<file path="config.mk">
export PLATFORM = sky130hd
export DESIGN_NAME = sgpr_wr_arbiter
export DESIGN_NICKNAME = d
export VERILOG_FILES = /design/src/rtl/sgpr_wr_arbiter.sv
export SDC_FILE = /design/constraint.sdc
export NUM_CORES = 1
export LEC_CHECK = 0
export CORE_MARGIN = 3
export CORE_UTILIZATION = 52
export CTS_CLUSTER_DIAMETER = 100
export CTS_CLUSTER_SIZE = 8
export DETAILED_ROUTE_END_ITERATION = 8
export GPL_ROUTABILITY_DRIVEN = 0
export GPL_TIMING_DRIVEN = 0
export PLACE_DENSITY_LB_ADDON = 0.25
export SYNTH_ARGS = -nofsm -noshare
export SYNTH_HDL_FRONTEND = slang
export SYNTH_SLANG_ARGS = --single-unit
</file>
<file path="constraint.sdc">
create_clock -name clk -period 7.89 [get_ports clk]
set_clock_uncertainty 0.1 [all_clocks]
set_input_delay 1.578 -clock clk [delete_from_list [all_inputs] [get_ports clk]]
set_output_delay 1.578 -clock clk [all_outputs]
set_load 0.005 [all_outputs]
</file>
<file path="src/rtl/sgpr_wr_arbiter.sv">
// ---------------------------------------------------------------------------
// sgpr_wr_arbiter
//
// Merges scalar-ALU writebacks and LSU scalar-load writebacks onto the single
// SGPR write port. SALU writes are one-cycle pulses, so they are captured in
// a small FIFO and drained under round-robin arbitration against the LSU,
// whose request is a level held until lsu_grant.
//
// Ports:
//   clk, rst                      clock, asynchronous active-high reset
//   salu_req/wr_en/addr/data/wfid SALU write pulse and payload
//   lsu_req/wr_en/addr/data/wfid  LSU write request (level) and payload
//   lsu_grant                     LSU request accepted this cycle (comb)
//   salu_hold                     SALU buffer cannot absorb two more writes
//   sgpr_wr_en/addr/data          registered SGPR write port
//   salu_done, salu_done_wfid     SALU write retired (one-cycle pulse)
//   lsu_done, lsu_done_wfid       LSU write retired (one-cycle pulse)
//
// Optional feature (macro SGPR_ARB_PERF_CNT_EN): adds 32-bit wrapping
// counters perf_salu_wr_cnt, perf_lsu_wr_cnt and perf_contend_cnt.
// ---------------------------------------------------------------------------
module sgpr_wr_arbiter #(
    parameter int SALU_BUF_DEPTH = 2,
    parameter int SALU_PTR_W     = 1
) (
    input  logic        clk,
    input  logic        rst,
    input  logic        salu_req,
    input  logic [1:0]  salu_wr_en,
    input  logic [8:0]  salu_addr,
    input  logic [63:0] salu_data,
    input  logic [5:0]  salu_wfid,
    input  logic        lsu_req,
    input  logic [1:0]  lsu_wr_en,
    input  logic [8:0]  lsu_addr,
    input  logic [63:0] lsu_data,
    input  logic [5:0]  lsu_wfid,
    output logic        lsu_grant,
    output logic        salu_hold,
    output logic [1:0]  sgpr_wr_en,
    output logic [8:0]  sgpr_wr_addr,
    output logic [63:0] sgpr_wr_data,
    output logic        salu_done,
    output logic [5:0]  salu_done_wfid,
    output logic        lsu_done,
    output logic [5:0]  lsu_done_wfid
`ifdef SGPR_ARB_PERF_CNT_EN
    ,
    output logic [31:0] perf_salu_wr_cnt,
    output logic [31:0] perf_lsu_wr_cnt,
    output logic [31:0] perf_contend_cnt
`endif
);

    localparam int CNT_W = SALU_PTR_W + 1;

    typedef enum logic {
        RR_LSU  = 1'b0,
        RR_SALU = 1'b1
    } rr_e;

    // SALU FIFO storage
    logic [1:0]  buf_en   [SALU_BUF_DEPTH];
    logic [8:0]  buf_addr [SALU_BUF_DEPTH];
    logic [63:0] buf_data [SALU_BUF_DEPTH];
    logic [5:0]  buf_wfid [SALU_BUF_DEPTH];

    logic [SALU_PTR_W-1:0] rd_ptr, wr_ptr;
    logic [CNT_W-1:0]      count, count_next;
    rr_e                   rr_q, rr_next;

    logic s_cand, l_cand, contend;
    logic grant_s, grant_l;
    logic push_req, push, full, overflow;

    // NOTE: always_comb assigns every output a default first, so no path
    // leaves a signal unassigned and no latch is inferred.
    always_comb begin
        s_cand     = 1'b0;
        l_cand     = 1'b0;
        contend    = 1'b0;
        grant_s    = 1'b0;
        grant_l    = 1'b0;
        push_req   = 1'b0;
        push       = 1'b0;
        full       = 1'b0;
        overflow   = 1'b0;
        rr_next    = rr_q;

        s_cand   = (count != '0);
        l_cand   = lsu_req && (lsu_wr_en != 2'b00);
        contend  = s_cand && l_cand;
        grant_s  = s_cand && (!l_cand || (rr_q == RR_SALU));
        grant_l  = l_cand && !grant_s;

        // A full FIFO can still accept a write in a cycle that pops the head,
        // since the freed slot is the one being written.
        push_req = salu_req && (salu_wr_en != 2'b00);
        full     = (count == CNT_W'(SALU_BUF_DEPTH));
        push     = push_req && (!full || grant_s);
        overflow = push_req && full && !grant_s;

        // The pointer only moves on contested cycles, to the side that lost.
        if (contend)
            rr_next = (rr_q == RR_SALU) ? RR_LSU : RR_SALU;

        count_next = count + CNT_W'(push) - CNT_W'(grant_s);
    end

    assign lsu_grant = grant_l;

    // NOTE: sequential state uses non-blocking assignments so every flop
    // samples pre-edge values regardless of statement order.
    always_ff @(posedge clk or posedge rst) begin
        if (rst) begin
            rr_q      <= RR_SALU;
            rd_ptr    <= '0;
            wr_ptr    <= '0;
            count     <= '0;
            salu_hold <= 1'b0;
        end else begin
            rr_q      <= rr_next;
            count     <= count_next;
            salu_hold <= (count_next >= CNT_W'(SALU_BUF_DEPTH - 1));
            if (push)
                wr_ptr <= wr_ptr + SALU_PTR_W'(1);
            if (grant_s)
                rd_ptr <= rd_ptr + SALU_PTR_W'(1);
        end
    end

    // NOTE: the payload array has no reset; count and pointers gate every
    // read, so stale contents are never observed.
    always_ff @(posedge clk) begin
        if (push) begin
            buf_en[wr_ptr]   <= salu_wr_en;
            buf_addr[wr_ptr] <= salu_addr;
            buf_data[wr_ptr] <= salu_data;
            buf_wfid[wr_ptr] <= salu_wfid;
        end
    end

    // Registered SGPR port; addr/data hold their last value when idle.
    always_ff @(posedge clk or posedge rst) begin
        if (rst) begin
            sgpr_wr_en     <= 2'b00;
            sgpr_wr_addr   <= '0;
            sgpr_wr_data   <= '0;
            salu_done      <= 1'b0;
            salu_done_wfid <= '0;
            lsu_done       <= 1'b0;
            lsu_done_wfid  <= '0;
        end else begin
            sgpr_wr_en <= 2'b00;
            salu_done  <= 1'b0;
            lsu_done   <= 1'b0;
            if (grant_s) begin
                sgpr_wr_en     <= buf_en[rd_ptr];
                sgpr_wr_addr   <= buf_addr[rd_ptr];
                sgpr_wr_data   <= buf_data[rd_ptr];
                salu_done      <= 1'b1;
                salu_done_wfid <= buf_wfid[rd_ptr];
            end else if (grant_l) begin
                sgpr_wr_en    <= lsu_wr_en;
                sgpr_wr_addr  <= lsu_addr;
                sgpr_wr_data  <= lsu_data;
                lsu_done      <= 1'b1;
                lsu_done_wfid <= lsu_wfid;
            end
        end
    end

`ifdef SGPR_ARB_PERF_CNT_EN
    always_ff @(posedge clk or posedge rst) begin
        if (rst) begin
            perf_salu_wr_cnt <= '0;
            perf_lsu_wr_cnt  <= '0;
            perf_contend_cnt <= '0;
        end else begin
            if (grant_s)
                perf_salu_wr_cnt <= perf_salu_wr_cnt + 32'd1;
            if (grant_l)
                perf_lsu_wr_cnt <= perf_lsu_wr_cnt + 32'd1;
            if (contend)
                perf_contend_cnt <= perf_contend_cnt + 32'd1;
        end
    end
`endif

`ifndef SYNTHESIS
    // The SALU must honour salu_hold; a push into a full, non-draining
    // buffer loses a write.
    always_ff @(posedge clk) begin
        if (!rst)
            assert (!overflow)
            else $error("sgpr_wr_arbiter: SALU write dropped, buffer full");
    end
`endif

endmodule

</file>
==> results.json <==
{
  "arrival_ns": 3.17,
  "synth_top_family_by_area": "multiplexers",
  "worst_slew_pin_slew_ns": 0.9224,
  "synth-simple-area-share": 0.04098,
  "synth-xor-area-share": 0.004427,
  "htree_levels": 2,
  "post-route-period-util": 0.6141,
  "gr-total-overflow": 0,
  "die_w_um": 143.9,
  "fin_crit_ns": 4.845,
  "synthesis.nets": 808,
  "hold_slack_ns": 0.4017,
  "fp.dieH_um": 143.9,
  "route.detailed.drc": 0,
  "dr.pass1.iters": 4,
  "p_leak_nw": 5.458,
  "r2r_slack_ns": 5.34,
  "crit_chain": "clkdlybuf4s50_1 -> o21ai_1 -> a21oi_1 -> clkdlybuf4s50_1",
  "slowest_stage": "clkdlybuf4s50_1",
  "cap_violations": 0,
  "dieArea_um2": 20710,
  "grt_setup_unrepaired": "no",
  "clk_pin_slew_worst_paths_ns": 0.05,
  "track_usage": 0.2394,
  "synth_cell_types": 28,
  "timing.fmax_mhz": 206.4,
  "crit_buf_inv": 2,
  "cts.sinks": 257,
  "finalHoldViolCount": 0,
  "io_pins": 257,
  "drive_gt1_frac": 0.1072,
  "cp_common_cell": "clkdlybuf4s50_1",
  "path_delay_family": "buffers and inverters",
  "hold_path.class": "reg -> reg",
  "drt_wl_total_um": 24970,
  "r2r_start": "rr_q",
  "cts_root_buffer": "clkbuf_16",
  "synthMuxAreaShare": 0.09739,
  "placed_cells": 1130,
  "fin_nets": 1108,
  "syn_area_per_cell_um2": 15.43,
  "antenna_cells": 0,
  "cp-startpoint": "lsu_wr_en[0]",
  "io_buffers": 256,
  "cts_resized": 0,
  "post_cts_hold_buffer_count": 0,
  "syn_area_um2": 9892,
  "synth_warnings": 0,
  "fillers": 1109,
  "setup_viol": 0,
  "ir_worst_vdd_v": 0.0002960,
  "worstSetupEndpoint": "lsu_grant",
  "placementRows": 49,
  "numCtsBuffers": 38,
  "ant_nets": 0,
  "final_max_slew_viol_count": 0,
  "power_density_nw_per_um2": 375.0,
  "antenna_found_initial": 1,
  "final_cell_area_um2": 13980,
  "ys_ff_latch": 257,
  "yosys.area_share.adder": 0.001265,
  "status": "completed",
  "path_depth": 4,
  "place_area_um2": 12850,
  "synthCells": 641,
  "grt_pass1_vias": 7034,
  "core_um2": 18330,
  "synth_compound_area_frac": 0.07374,
  "grt_max_degree": 56,
  "post-place-ws_ns": 3.140,
  "tritoncts": "done",
  "drt_iter0_markers": 332,
  "reg2reg_depth": 4,
  "grt_pass1_wl_um": 38220,
  "syn_to_final_growth_pct": 41.37,
  "vias_per_cell": 5.527,
  "start_kind": "input pin",
  "final_cells": 1199,
  "insertion_delay_ns": 0.49,
  "cpPeakStageDelay_ns": 0.52,
  "cp.required_ns": 6.21,
  "wl_per_cell_um": 20.83,
  "initial_utilization": 0.5396,
  "slew_headroom": 0.3838,
  "seq_area_frac_synth": 0.7322,
  "cp-end-kind": "primary output",
  "setup_ws_ns": 3.045,
  "clockBufferDepth": 3,
  "via_count": 6627,
  "crit_fanout": 5,
  "rr_endpoint": "buf_data[0][35]",
  "dpl.hpwl_um": 16720,
  "critPathKind": "in -> out",
  "cts_setup_buffers": 0
}
## cell families after synthesis
| kind of cell | after synthesis |
|---|---|
| mux | 94 |
| simple gates | 81 |
| fa+ha+maj | 1 |
| flops | 257 |
| xor+xnor | 5 |
| compound gates | 85 |
| buf+inv | 118 |
## report_power, final
group,internal [mW],switching (mW)
combinational,0.899,0.803
sequential,1.86,0.185
clock,0.957,0.543
total,3.71,1.53
## cell type report
type	count	area (um^2)	share of cell area
Sequential cell	257	7243	0.5179
Clock inverter	1	8.758	0.0006263
Buffer	42	209.0	0.01494
Inverter	76	287.8	0.02058
Multi-Input combinational cell	266	2165	0.1548
Clock buffer	68	1127	0.08061
Tap cell	229	286.5	0.02049
Timing Repair Buffer	260	2658	0.1900
## through the flow
| stage | power (mW) | utilization | setup TNS (ns) |
|---|---|---|---|
| after floorplan | 2.883 | - | 0 |
| after global placement | 3.712 | 0.6950 | -116.16 |
| final | 5.244 | 0.7629 | 0 |
| after detailed placement | 3.764 | 0.7009 | 0 |
| after CTS | 5.285 | 0.7629 | 0 |
| after global routing | 5.510 | 0.7629 | 0 |
## cell usage in the layout (no fill, tap or decap), drive strengths merged
cell | netlist | routed
a31oi | 2 | 2
clkbuf | 9 | 77
clkinv | 0 | 1
xor2 | 2 | 2
nor3 | 73 | 73
a221oi | 73 | 73
mux2i | 76 | 76
inv | 76 | 76
o2bb2ai | 2 | 2
edfxtp | 162 | 162
dfrtp | 94 | 94
buf | 33 | 37
o21a | 1 | 1
nor2 | 4 | 4
a21oi | 2 | 2
or2 | 1 | 1
o211ai | 1 | 1
and2 | 1 | 1
dfstp | 1 | 1
nor2b | 2 | 2
ha | 1 | 1
xnor2 | 3 | 3
clkdlybuf4s50 | 0 | 256
o21ai | 4 | 4
mux2 | 18 | 18
## per-layer routing
layer / vias to the layer above / GRT usage / routed length [um]
li1: 3026 / - / -
met3: 47 / 0.07354 / 2220
met1: 3268 / 0.3037 / 9667
met2: 284 / 0.3993 / 12400
met4: 2 / 0.07235 / 665
met5: - / 0 / 13
## sequential cells by signal, indices dropped and copies added, names as in the netlist
signal / count
buf_addr: 18
buf_data: 128
buf_en: 4
buf_wfid: 12
count: 2
lsu_done: 1
lsu_done_wfid: 6
rd_ptr: 1
rr_q: 1
salu_done: 1
salu_done_wfid: 6
salu_hold: 1
sgpr_wr_addr: 9
sgpr_wr_data: 64
sgpr_wr_en: 2
wr_ptr: 1
## how the worst min path moves through the flow
stage                 startpoint           endpoint  slack (ns)  depth (start not counted)
2_1_floorplan             wr_ptr             wr_ptr        0.36                          1
3_3_place_gp              wr_ptr             wr_ptr        0.37                          1
3_5_place_dp    lsu_done_wfid[2]   lsu_done_wfid[2]        0.39                          1
4_1_cts         lsu_done_wfid[2]   lsu_done_wfid[2]        0.40                          1
5_1_grt        salu_done_wfid[0]  salu_done_wfid[0]        0.43                          1
6_report        lsu_done_wfid[0]   lsu_done_wfid[0]        0.40                          1
## Yosys cell counts
cell type  instances  area share
a221oi_1          73       0.065
clkbuf_1           9      0.0034
a31oi_1            2      0.0013
edfxtp_1         162        0.49
nor2_1             4      0.0015
and2_1             1     0.00063
ha_1               1      0.0013
inv_1             75       0.028
nor2b_1            2      0.0013
a21oi_1            1     0.00051
xnor2_1            3      0.0027
inv_2              1     0.00038
dfstp_2            1      0.0027
or2_0              1     0.00063
buf_2             29       0.015
mux2i_1           76       0.077
o2bb2ai_1          2      0.0018
o21a_1             1     0.00076
o21ai_2            1     0.00089
mux2_2            18       0.020
o21ai_0            2      0.0010
nor3_1            73       0.037
buf_4              4      0.0030
o21ai_1            1     0.00051
xor2_1             2      0.0018
o211ai_1           1     0.00076
a21oi_4            1      0.0016
dfrtp_1           94        0.24
## worst register-to-register path, cell delays in order (launching register included)
cell     delay, ns
dfstp_2       0.61
nor2_1        0.07
a31oi_1       0.31
nor2b_4       0.83
buf_12        0.29
No activity file was read; power rests on OpenSTA's default activity.
